[src/rtl/ec_dresp_unit_pkg.sv]
// Shared types and constants for the EC-stage data response unit.
package ec_dresp_unit_pkg;

    typedef enum logic [1:0] {
        ECDR_IDLE = 2'd0,
        ECDR_WAIT = 2'd1,
        ECDR_HOLD = 2'd2
    } ecdr_state_e;

    localparam logic [3:0] LSV_BYTE = 4'b0001;
    localparam logic [3:0] LSV_HALF = 4'b0011;
    localparam logic [3:0] LSV_WORD = 4'b1111;

endpackage

[src/rtl/ec_dresp_unit_if.sv]
// EC request fields, data-bus response and stall/result signals of the EC response unit.
interface ec_dresp_unit_if;

    logic        refresh;
    logic        ext_stall;
    logic        ec_data_req;
    logic        ec_load;
    logic        ec_loadX;
    logic [3:0]  ec_lsV;
    logic [1:0]  ec_data_addr;
    logic        data_ok;
    logic [31:0] data_rdata;
    logic        ec_stall_req;
    logic        ec_rdata_vld;
    logic [31:0] ec_rdata;
    logic [31:0] perf_wait_cyc;

    modport master (
        output refresh, ext_stall, ec_data_req, ec_load, ec_loadX, ec_lsV, ec_data_addr,
               data_ok, data_rdata,
        input  ec_stall_req, ec_rdata_vld, ec_rdata, perf_wait_cyc
    );

    modport slave (
        input  refresh, ext_stall, ec_data_req, ec_load, ec_loadX, ec_lsV, ec_data_addr,
               data_ok, data_rdata,
        output ec_stall_req, ec_rdata_vld, ec_rdata, perf_wait_cyc
    );

endinterface

[src/rtl/ec_dresp_unit_load_ext.sv]
// Combinational load-data extraction: selects byte/half by address offset and sign/zero-extends.
module ec_dresp_unit_load_ext
    import ec_dresp_unit_pkg::*;
(
    input  logic [31:0] rdata,
    input  logic [3:0]  lsv,
    input  logic [1:0]  addr,
    input  logic        zero_ext,
    output logic [31:0] result
);

    logic [15:0] sh;

    // Only the low half of the shifted word can ever be selected.
    assign sh = 16'(rdata >> {addr, 3'b000});

    always_comb begin
        case (lsv)
            LSV_BYTE: result = {{24{~zero_ext & sh[7]}},  sh[7:0]};
            LSV_HALF: result = {{16{~zero_ext & sh[15]}}, sh[15:0]};
            default:  result = rdata;
        endcase
    end

endmodule

[src/rtl/ec_dresp_unit.sv]
// EC-stage data response unit: stalls EC until data_ok, buffers held responses, drains flushed ones.
// Optional feature macro: ECDR_PERF_EN (stall-cycle counter on perf_wait_cyc).
module ec_dresp_unit
    import ec_dresp_unit_pkg::*;
#(
    parameter int DISC_W = 2
) (
    input logic           clk,
    input logic           resetn,
    ec_dresp_unit_if.slave bus
);

    localparam logic [DISC_W-1:0] DISC_MAX = '1;

    ecdr_state_e       state, state_n;
    logic [DISC_W-1:0] disc_cnt;
    logic [31:0]       rsp_buf;
    logic [31:0]       byp_data, buf_data;
    logic              mine, drop, outstanding, buf_load, disc_inc;
    logic              stall_req, rdata_vld;
    logic [31:0]       rdata;

    // While flushed responses are still in flight, every data_ok belongs to one of them.
    assign drop = bus.data_ok & (disc_cnt != '0);
    assign mine = bus.ec_data_req & bus.data_ok & (disc_cnt == '0);

    ec_dresp_unit_load_ext u_byp_ext (
        .rdata    (bus.data_rdata),
        .lsv      (bus.ec_lsV),
        .addr     (bus.ec_data_addr),
        .zero_ext (bus.ec_loadX),
        .result   (byp_data)
    );

    ec_dresp_unit_load_ext u_buf_ext (
        .rdata    (rsp_buf),
        .lsv      (bus.ec_lsV),
        .addr     (bus.ec_data_addr),
        .zero_ext (bus.ec_loadX),
        .result   (buf_data)
    );

    always_comb begin
        // NOTE: every output gets a default first so no path through the case infers a latch.
        state_n     = state;
        stall_req   = 1'b0;
        rdata_vld   = 1'b0;
        rdata       = byp_data;
        buf_load    = 1'b0;
        outstanding = 1'b0;
        unique case (state)
            ECDR_IDLE: begin
                if (bus.ec_data_req && !mine) begin
                    stall_req   = 1'b1;
                    outstanding = 1'b1;
                    state_n     = ECDR_WAIT;
                end else if (mine) begin
                    rdata_vld = bus.ec_load;
                    if (bus.ext_stall) begin
                        buf_load = 1'b1;
                        state_n  = ECDR_HOLD;
                    end
                end
            end
            ECDR_WAIT: begin
                if (mine) begin
                    rdata_vld = bus.ec_load;
                    buf_load  = 1'b1;
                    state_n   = bus.ext_stall ? ECDR_HOLD : ECDR_IDLE;
                end else begin
                    stall_req   = 1'b1;
                    outstanding = 1'b1;
                end
            end
            ECDR_HOLD: begin
                rdata_vld = bus.ec_load;
                rdata     = buf_data;
                if (!bus.ext_stall) state_n = ECDR_IDLE;
            end
            default: state_n = ECDR_IDLE;
        endcase
        // A flushed instruction whose response is still outstanding leaves one to drain later.
        disc_inc = bus.refresh & outstanding;
        if (bus.refresh) begin
            state_n   = ECDR_IDLE;
            rdata_vld = 1'b0;
        end
        if (!resetn) begin
            stall_req = 1'b0;
            rdata_vld = 1'b0;
        end
        if (!rdata_vld) rdata = '0;
    end

    assign bus.ec_stall_req = stall_req;
    assign bus.ec_rdata_vld = rdata_vld;
    assign bus.ec_rdata     = rdata;

    // NOTE: sequential state uses non-blocking assignments so all flops update from pre-edge values.
    always_ff @(posedge clk) begin
        if (!resetn) begin
            state    <= ECDR_IDLE;
            disc_cnt <= '0;
            rsp_buf  <= '0;
        end else begin
            state <= state_n;
            if (buf_load) rsp_buf <= bus.data_rdata;
            if (disc_inc && !drop) begin
                if (disc_cnt != DISC_MAX) disc_cnt <= disc_cnt + DISC_W'(1);
            end else if (drop && !disc_inc) begin
                disc_cnt <= disc_cnt - DISC_W'(1);
            end
        end
    end

    a_disc_ovf: assert property (@(posedge clk) disable iff (!resetn)
        !(disc_inc && !drop && disc_cnt == DISC_MAX))
        else $error("ec_dresp_unit: discard counter overflow");

`ifdef ECDR_PERF_EN
    logic [31:0] perf_q;

    always_ff @(posedge clk) begin
        if (!resetn)        perf_q <= '0;
        else if (stall_req) perf_q <= perf_q + 32'd1;
    end

    assign bus.perf_wait_cyc = perf_q;
`else
    assign bus.perf_wait_cyc = '0;
`endif

endmodule

[src/flat_wrapper.sv]
// flat-port wrapper written by rule: the top's interface ports become plain ports
module ec_dresp_unit_flat import ec_dresp_unit_pkg::*;
#(
    parameter int DISC_W = 2
)
  (clk, resetn, bus_refresh, bus_ext_stall, bus_ec_data_req, bus_ec_load, bus_ec_loadX, bus_ec_lsV, bus_ec_data_addr, bus_data_ok, bus_data_rdata, bus_ec_stall_req, bus_ec_rdata_vld, bus_ec_rdata, bus_perf_wait_cyc);
  ec_dresp_unit_if bus_i ();
  input logic clk;
  input logic resetn;
  input wire logic [$bits(bus_i.refresh)-1:0] bus_refresh;
  input wire logic [$bits(bus_i.ext_stall)-1:0] bus_ext_stall;
  input wire logic [$bits(bus_i.ec_data_req)-1:0] bus_ec_data_req;
  input wire logic [$bits(bus_i.ec_load)-1:0] bus_ec_load;
  input wire logic [$bits(bus_i.ec_loadX)-1:0] bus_ec_loadX;
  input wire logic [$bits(bus_i.ec_lsV)-1:0] bus_ec_lsV;
  input wire logic [$bits(bus_i.ec_data_addr)-1:0] bus_ec_data_addr;
  input wire logic [$bits(bus_i.data_ok)-1:0] bus_data_ok;
  input wire logic [$bits(bus_i.data_rdata)-1:0] bus_data_rdata;
  output wire logic [$bits(bus_i.ec_stall_req)-1:0] bus_ec_stall_req;
  output wire logic [$bits(bus_i.ec_rdata_vld)-1:0] bus_ec_rdata_vld;
  output wire logic [$bits(bus_i.ec_rdata)-1:0] bus_ec_rdata;
  output wire logic [$bits(bus_i.perf_wait_cyc)-1:0] bus_perf_wait_cyc;
  assign bus_i.refresh = bus_refresh;
  assign bus_i.ext_stall = bus_ext_stall;
  assign bus_i.ec_data_req = bus_ec_data_req;
  assign bus_i.ec_load = bus_ec_load;
  assign bus_i.ec_loadX = bus_ec_loadX;
  assign bus_i.ec_lsV = bus_ec_lsV;
  assign bus_i.ec_data_addr = bus_ec_data_addr;
  assign bus_i.data_ok = bus_data_ok;
  assign bus_i.data_rdata = bus_data_rdata;
  assign bus_ec_stall_req = bus_i.ec_stall_req;
  assign bus_ec_rdata_vld = bus_i.ec_rdata_vld;
  assign bus_ec_rdata = bus_i.ec_rdata;
  assign bus_perf_wait_cyc = bus_i.perf_wait_cyc;
  ec_dresp_unit #(.DISC_W(DISC_W)) u_core (.clk(clk), .resetn(resetn), .bus(bus_i));
endmodule
[config.mk]
export PLATFORM = sky130hd
export DESIGN_NAME = ec_dresp_unit_flat
export DESIGN_NICKNAME = d
export VERILOG_FILES = /design/src/rtl/ec_dresp_unit_pkg.sv /design/src/rtl/ec_dresp_unit_if.sv /design/src/rtl/ec_dresp_unit_load_ext.sv /design/src/rtl/ec_dresp_unit.sv /design/src/flat_wrapper.sv
export SDC_FILE = /design/constraint.sdc
export NUM_CORES = 1
export LEC_CHECK = 0
export ABC_AREA = 1
export CORE_ASPECT_RATIO = 0.7
export CORE_MARGIN = 5
export CORE_UTILIZATION = 45
export DETAILED_ROUTE_END_ITERATION = 16
export PLACE_DENSITY = 0.9
export SYNTH_ARGS = -nofsm -noshare
export SYNTH_HDL_FRONTEND = slang
export SYNTH_SLANG_ARGS = --single-unit
[constraint.sdc]
create_clock -name clk -period 1.6 [get_ports clk]
set_input_delay 0.16 -clock clk [delete_from_list [all_inputs] [get_ports clk]]
set_output_delay 0.16 -clock clk [all_outputs]
set_load 0.01 [all_outputs]
==> results of run 1 <==
per-stage QoR:
stage                     std cells  setup TNS (ps)  total power, mW  utilization [%]
after floorplan                 633               0             1.57                -
after global placement          840          -27690             1.98             64.9
after detailed placement        840          -29330             2.01             64.9
after CTS                       858           -7810             2.74             68.4
after global routing            868          -11450             3.02             71.8
final                           868           -8810             2.91             71.8
kinds of logic after synthesis:
| group | count (synthesis) | synth area share (%) |
|---|---|---|
| buf+inv | 103 | 16.5 |
| simple gates | 306 | 37.0 |
| other cells | 1 | 0.111 |
| flops | 36 | 21.4 |
| compound gates | 156 | 25.0 |
cells in the mapped netlist, drive strengths merged, types with 2 or more instances:
cell type / instances / area (sq um)
o21ai: 73 / 365
nand2: 131 / 514
nor3: 2 / 15.0
o21a: 7 / 52.6
nand3: 31 / 160
o211ai: 11 / 87.6
inv: 37 / 139
clkbuf: 9 / 33.8
a21oi: 59 / 295
buf: 55 / 374
clkinv: 2 / 7.51
o22ai: 4 / 25.0
dfxtp: 36 / 721
nor2: 140 / 543
routing by layer:
| metal | part of all wire (%) | global-route usage [%] |
|---|---|---|
| met5 | 0 | 0 |
| met2 | 44 | 46.6 |
| met3 | 13 | 9.18 |
| met1 | 38 | 37.6 |
| met4 | 4.0 | 10.1 |
report_power, final:
| part | switching [mW] | internal, mW | total [mW] |
|---|---|---|---|
| Sequential | 0.0351 | 0.951 | 0.986 |
| Combinational | 0.698 | 0.533 | 1.23 |
| Clock | 0.384 | 0.305 | 0.689 |
| Total | 1.12 | 1.79 | 2.91 |
layout make-up:
class / instances / area (sq um) / share of cell area (%)
well taps: 98 / 123 / 2.34
repair buffers: 192 / 1620 / 31.0
multi-input cells: 495 / 2510 / 48.0
flip-flops and latches: 36 / 731 / 14.0
inverters: 39 / 160 / 3.06
clock buffers: 5 / 68.8 / 1.31
clock inverters: 3 / 18.8 / 0.359
worst max-delay path, cell delays in order, from the launching register on:
cell,delay [ps]
dfxtp_2,350
inv_2,80
nand2_4,120
buf_12,160
buf_4,130
buf_4,140
nand2_1,50
nand2_1,90
a21oi_4,180
nor2_2,60
buf_2,140
sequential cells by signal, indices dropped and copies added, names as in the netlist:
signal           flops
u_core.rsp_buf      32
u_core.disc_cnt      2
u_core.state         2
timing repair:
| item | CTS | global route |
|---|---|---|
| pin swaps | 28 | 24 |
| setup endpoints to repair | 34 | 54 |
| hold buffers | 0 | 0 |
| gates cloned | 1 | 2 |
| resized for setup | 219 | 55 |
| setup buffers | 10 | 8 |
worst paths after layout:
kind,from,slack (ps),endpoint
setup / recovery,u_core.state[0],-380,bus_ec_rdata[31]
hold / removal,bus_data_rdata[7],280,u_core.rsp_buf[7]
setup reg to reg,u_core.disc_cnt[0],90,u_core.rsp_buf[0]
hold reg to reg,u_core.rsp_buf[20],500,u_core.rsp_buf[20]
==> metrics.txt, run 1 <==
vias in the first global route 4384; first-pass GRT wire length 21600 um; GRT Total Usage 29.2%; pin count of the biggest net entering global routing 35; Ys Warns 0; # rows 26; Crit Path Class reg2out; failing checks negative setup slack; ANT cells 0; Worst EP arrival 1820 ps; CP required 1440 ps; H-tree level count 2; FMAX 0.506 GHz; DRT iter0 DRCs 661; Design Area, Final 5230 sq um; DR vias 4864; Min-Delay Path Class in2reg; drt via density 5.60; Yosys reg bits 36; Die Height 82.4 um; most common cell after layout, fill and taps aside nor2_1; most frequent cells in the layout nor2_1 (124), nand2_1 (108), buf_4 (89), o21ai_0 (57), a21oi_1 (42); CP max FO 8; Yosys cell types 29; max_cap viols 0; Reg2Reg Depth 9; full die area 9340 sq um; Final period util 123%; clk_skew 12.0 ps; Final #Nets 815; RSZ-0062 raised after global routing yes; gpl congestion 1.08; fin worst setup slack -375 ps; Startpoint Class flop; core area 7290 sq um; Hold Path Depth 4; Fin Hold WS 285 ps; Post-synth EDFFs 0; routed wire length 15000 um; Power Density 555 nW/um^2; Clock Sinks 36; Mean Syn Cell Area 5.59 sq um; Top FF cell, synth dfxtp_1; Fill cells 607; share of layout cells above drive strength 1 31.2%; Post-Syn Area 3370 sq um; Hold Vio Cnt, Final 0; initial antenna violation count 0; clk_lat worst skew 300 ps; clock root buffer clkbuf_8; CTS clock-pin slew for the worst setup and hold paths 90 ps; Synth async-reset ratio 0%; static leakage 2.43 nW; placed cell area 4730 sq um; DR pass1 iterations 8; die width 113 um; Starting Density 46.2%; Syn Inst Count 602; Avg WL per Cell 17.2 um; status finished, violations left; post-DP HPWL 10300 um; Max Buffers Root-to-Sink 2; CTS tree yes; Layout area overhead 55.4%; Slew Limit Fails 0; Num CTS Buffers 5; Final ANT Viol Nets 0; Seq/Total Area, Yosys 21.4%; Place WS -821 ps; DRC 0; Peak VDD IR 312 uV; crit path time final 1980 ps; PortBufs 79; CP endpoint kind output pin; grt ovf 0; total I/O pin count 112; count of final setup violators 33
Power figures use the tool's default switching activity.
==> run 2: changes to the inputs <==
==> constraint.sdc (replaced) <==
create_clock -name clk -period 2.5 [get_ports clk]
set_input_delay 0.25 -clock clk [delete_from_list [all_inputs] [get_ports clk]]
set_output_delay 0.25 -clock clk [all_outputs]
set_load 0.01 [all_outputs]
==> metrics.txt, run 2 (synthesis results as in run 1) <==
initial antenna violation count 0; first-pass GRT wire length 19900 um; DRC 0; setup TNS 0 ps; Reg with most FFs u_core.rsp_buf; sequential share of power 37.2%; max_cap viols 0; Max Buffers Root-to-Sink 2; DR pass1 iterations 6; Int Power 1.06 mW; clock root buffer clkbuf_8; most common cell after layout, fill and taps aside nor2_1; placed cells 794; DRT iter0 DRCs 463; count of final setup violators 0; clk_lat worst skew 300 ps; Slew HR 45.6%; most frequent cells in the layout nor2_1 (136), nand2_1 (124), o21ai_0 (67), a21oi_1 (58); RSZ-0062 raised after global routing no; Clock Sinks 36; crit path time final 2370 ps; grt ovf 0; full die area 9340 sq um; Worst-Margin Slew 814 ps; Die Height 82.4 um; status finished, final reports clean; Final Util 63.5%; Layout area overhead 37.3%; placed cell area 4370 sq um; Starting Density 46.2%; routed wire length 12800 um; fin cells 806; FMAX 0.422 GHz; # rows 26; Hold Vio Cnt, Final 0; die width 113 um; GRT Total Usage 26.6%; clk_skew 9.42 ps; combinational share of power 36.6%; share of layout cells above drive strength 1 12.1%; post-DP HPWL 9450 um; Num CTS Buffers 5; total I/O pin count 112; CTS clock-pin slew for the worst setup and hold paths 80 ps; drt via density 5.50; cts hold-fix bufs 0; pin count of the biggest net entering global routing 35; Crit Path Class in2out; Avg WL per Cell 15.9 um; Final ANT Viol Nets 0; CP required 2250 ps; PortBufs 79; static leakage 2.38 nW; Min-Delay Path Class reg2reg; Peak VDD IR 230 uV; number of flip-flops under the largest register name 32; Final period util 94.7%; CP endpoint kind output pin; proportion of power drawn by the clock network 26.3%; DR vias 4433; ANT cells 0; Worst EP arrival 2120 ps; CP max FO 8; sw frac 37.4%; Final #Nets 753; switching power of the nets 633 uW; Design Area, Final 4620 sq um; vias in the first global route 4117; core area 7290 sq um; Startpoint Class primary input; H-tree level count 2; CTS tree yes; Power Density 366 nW/um^2; Slew Limit Fails 0; largest registers u_core.rsp_buf (32), u_core.disc_cnt (2), u_core.state (2); gpl congestion 1.07
## run 2: cell types whose count changed in the layout (fill, tap and decap cells not counted), sizes merged
cell	delta
clkbuf	-2
clkdlybuf4s15	-3
clkinvlp	+2
dlygate4sd2	+10
dlymetal6s2s	+15
bufbuf	+1
clkinv	-2
buf	-95
clkdlybuf4s50	+12
## run 2: layout make-up
class	instances	area, sq um
Timing Repair Buffer	130	1270
Fill cell	662	2660
Tap cell	98	123
Clock buffer	5	68.8
Clock inverter	3	23.8
Multi-Input combinational cell	495	2270
Sequential cell	36	726
Inverter	39	148
## run 2: metrics by stage
step,hold slack [ps],worst slack (ps),total power [mW]
after detailed placement,459,-169,1.21
after floorplan,388,931,1.01
after global placement,446,-108,1.20
final,479,132,1.69
after global routing,498,20.1,1.77
after CTS,476,-5.36,1.67
## run 2: timing repair
item / 4_1_cts / 5_1_grt
setup endpoints to repair: 32 / 20
gates resized for setup: 28 / 27
gates cloned: 1 / 1
setup buffers: 2 / 0
pin swaps: 3 / 3
## run 2: power by group through the flow
stage          Clock (mW)  Combinational (mW)  Sequential, mW
2_1_floorplan           0               0.369           0.636
3_3_place_gp            0               0.558           0.640
3_5_place_dp            0               0.573           0.641
4_1_cts             0.445               0.596           0.629
5_1_grt             0.467               0.676           0.632
6_report            0.444               0.619           0.630
## run 2: worst max-delay path: stages
cell             delay [ps]
clkdlybuf4s50_1         480
buf_4                   180
nand2_2                  80
inv_2                    70
nand2_1                  40
nand2_1                 130
nand3_2                 170
nand2_4                 180
nand2_1                  70
a21oi_1                 160
dlygate4sd2_1           290
## run 2: path summary, 6_finish.rpt
check / startpoint / to / slack (ps) / depth (start not counted)
worst max-delay path: bus_ec_data_addr[1] / bus_ec_rdata[24] / 130 / 11
worst min-delay path: u_core.rsp_buf[17] / u_core.rsp_buf[17] / 480 / 2
worst max register to register: u_core.state[0] / u_core.rsp_buf[25] / 560 / 5
worst min register to register: u_core.rsp_buf[17] / u_core.rsp_buf[17] / 480 / 2
## run 2: layer usage
layer,part of all wire [%],vias up,global-route usage (%)
met5,0,-,0
met4,2.0,0,8.04
met3,15,30,8.30
met2,43,315,41.8
met1,40,1992,35.3
li1,-,2096,-
==> run 3: changes to the inputs <==
--- a/config.mk
+++ b/config.mk
@@ -11,6 +11,7 @@
 export CORE_UTILIZATION = 45
 export DETAILED_ROUTE_END_ITERATION = 16
 export PLACE_DENSITY = 0.9
+export SLEW_MARGIN = 20
 export SYNTH_ARGS = -nofsm -noshare
 export SYNTH_HDL_FRONTEND = slang
 export SYNTH_SLANG_ARGS = --single-unit
==> results of run 3 <==
Same layout as run 2: the final DEF is identical, and so are final timing and power.
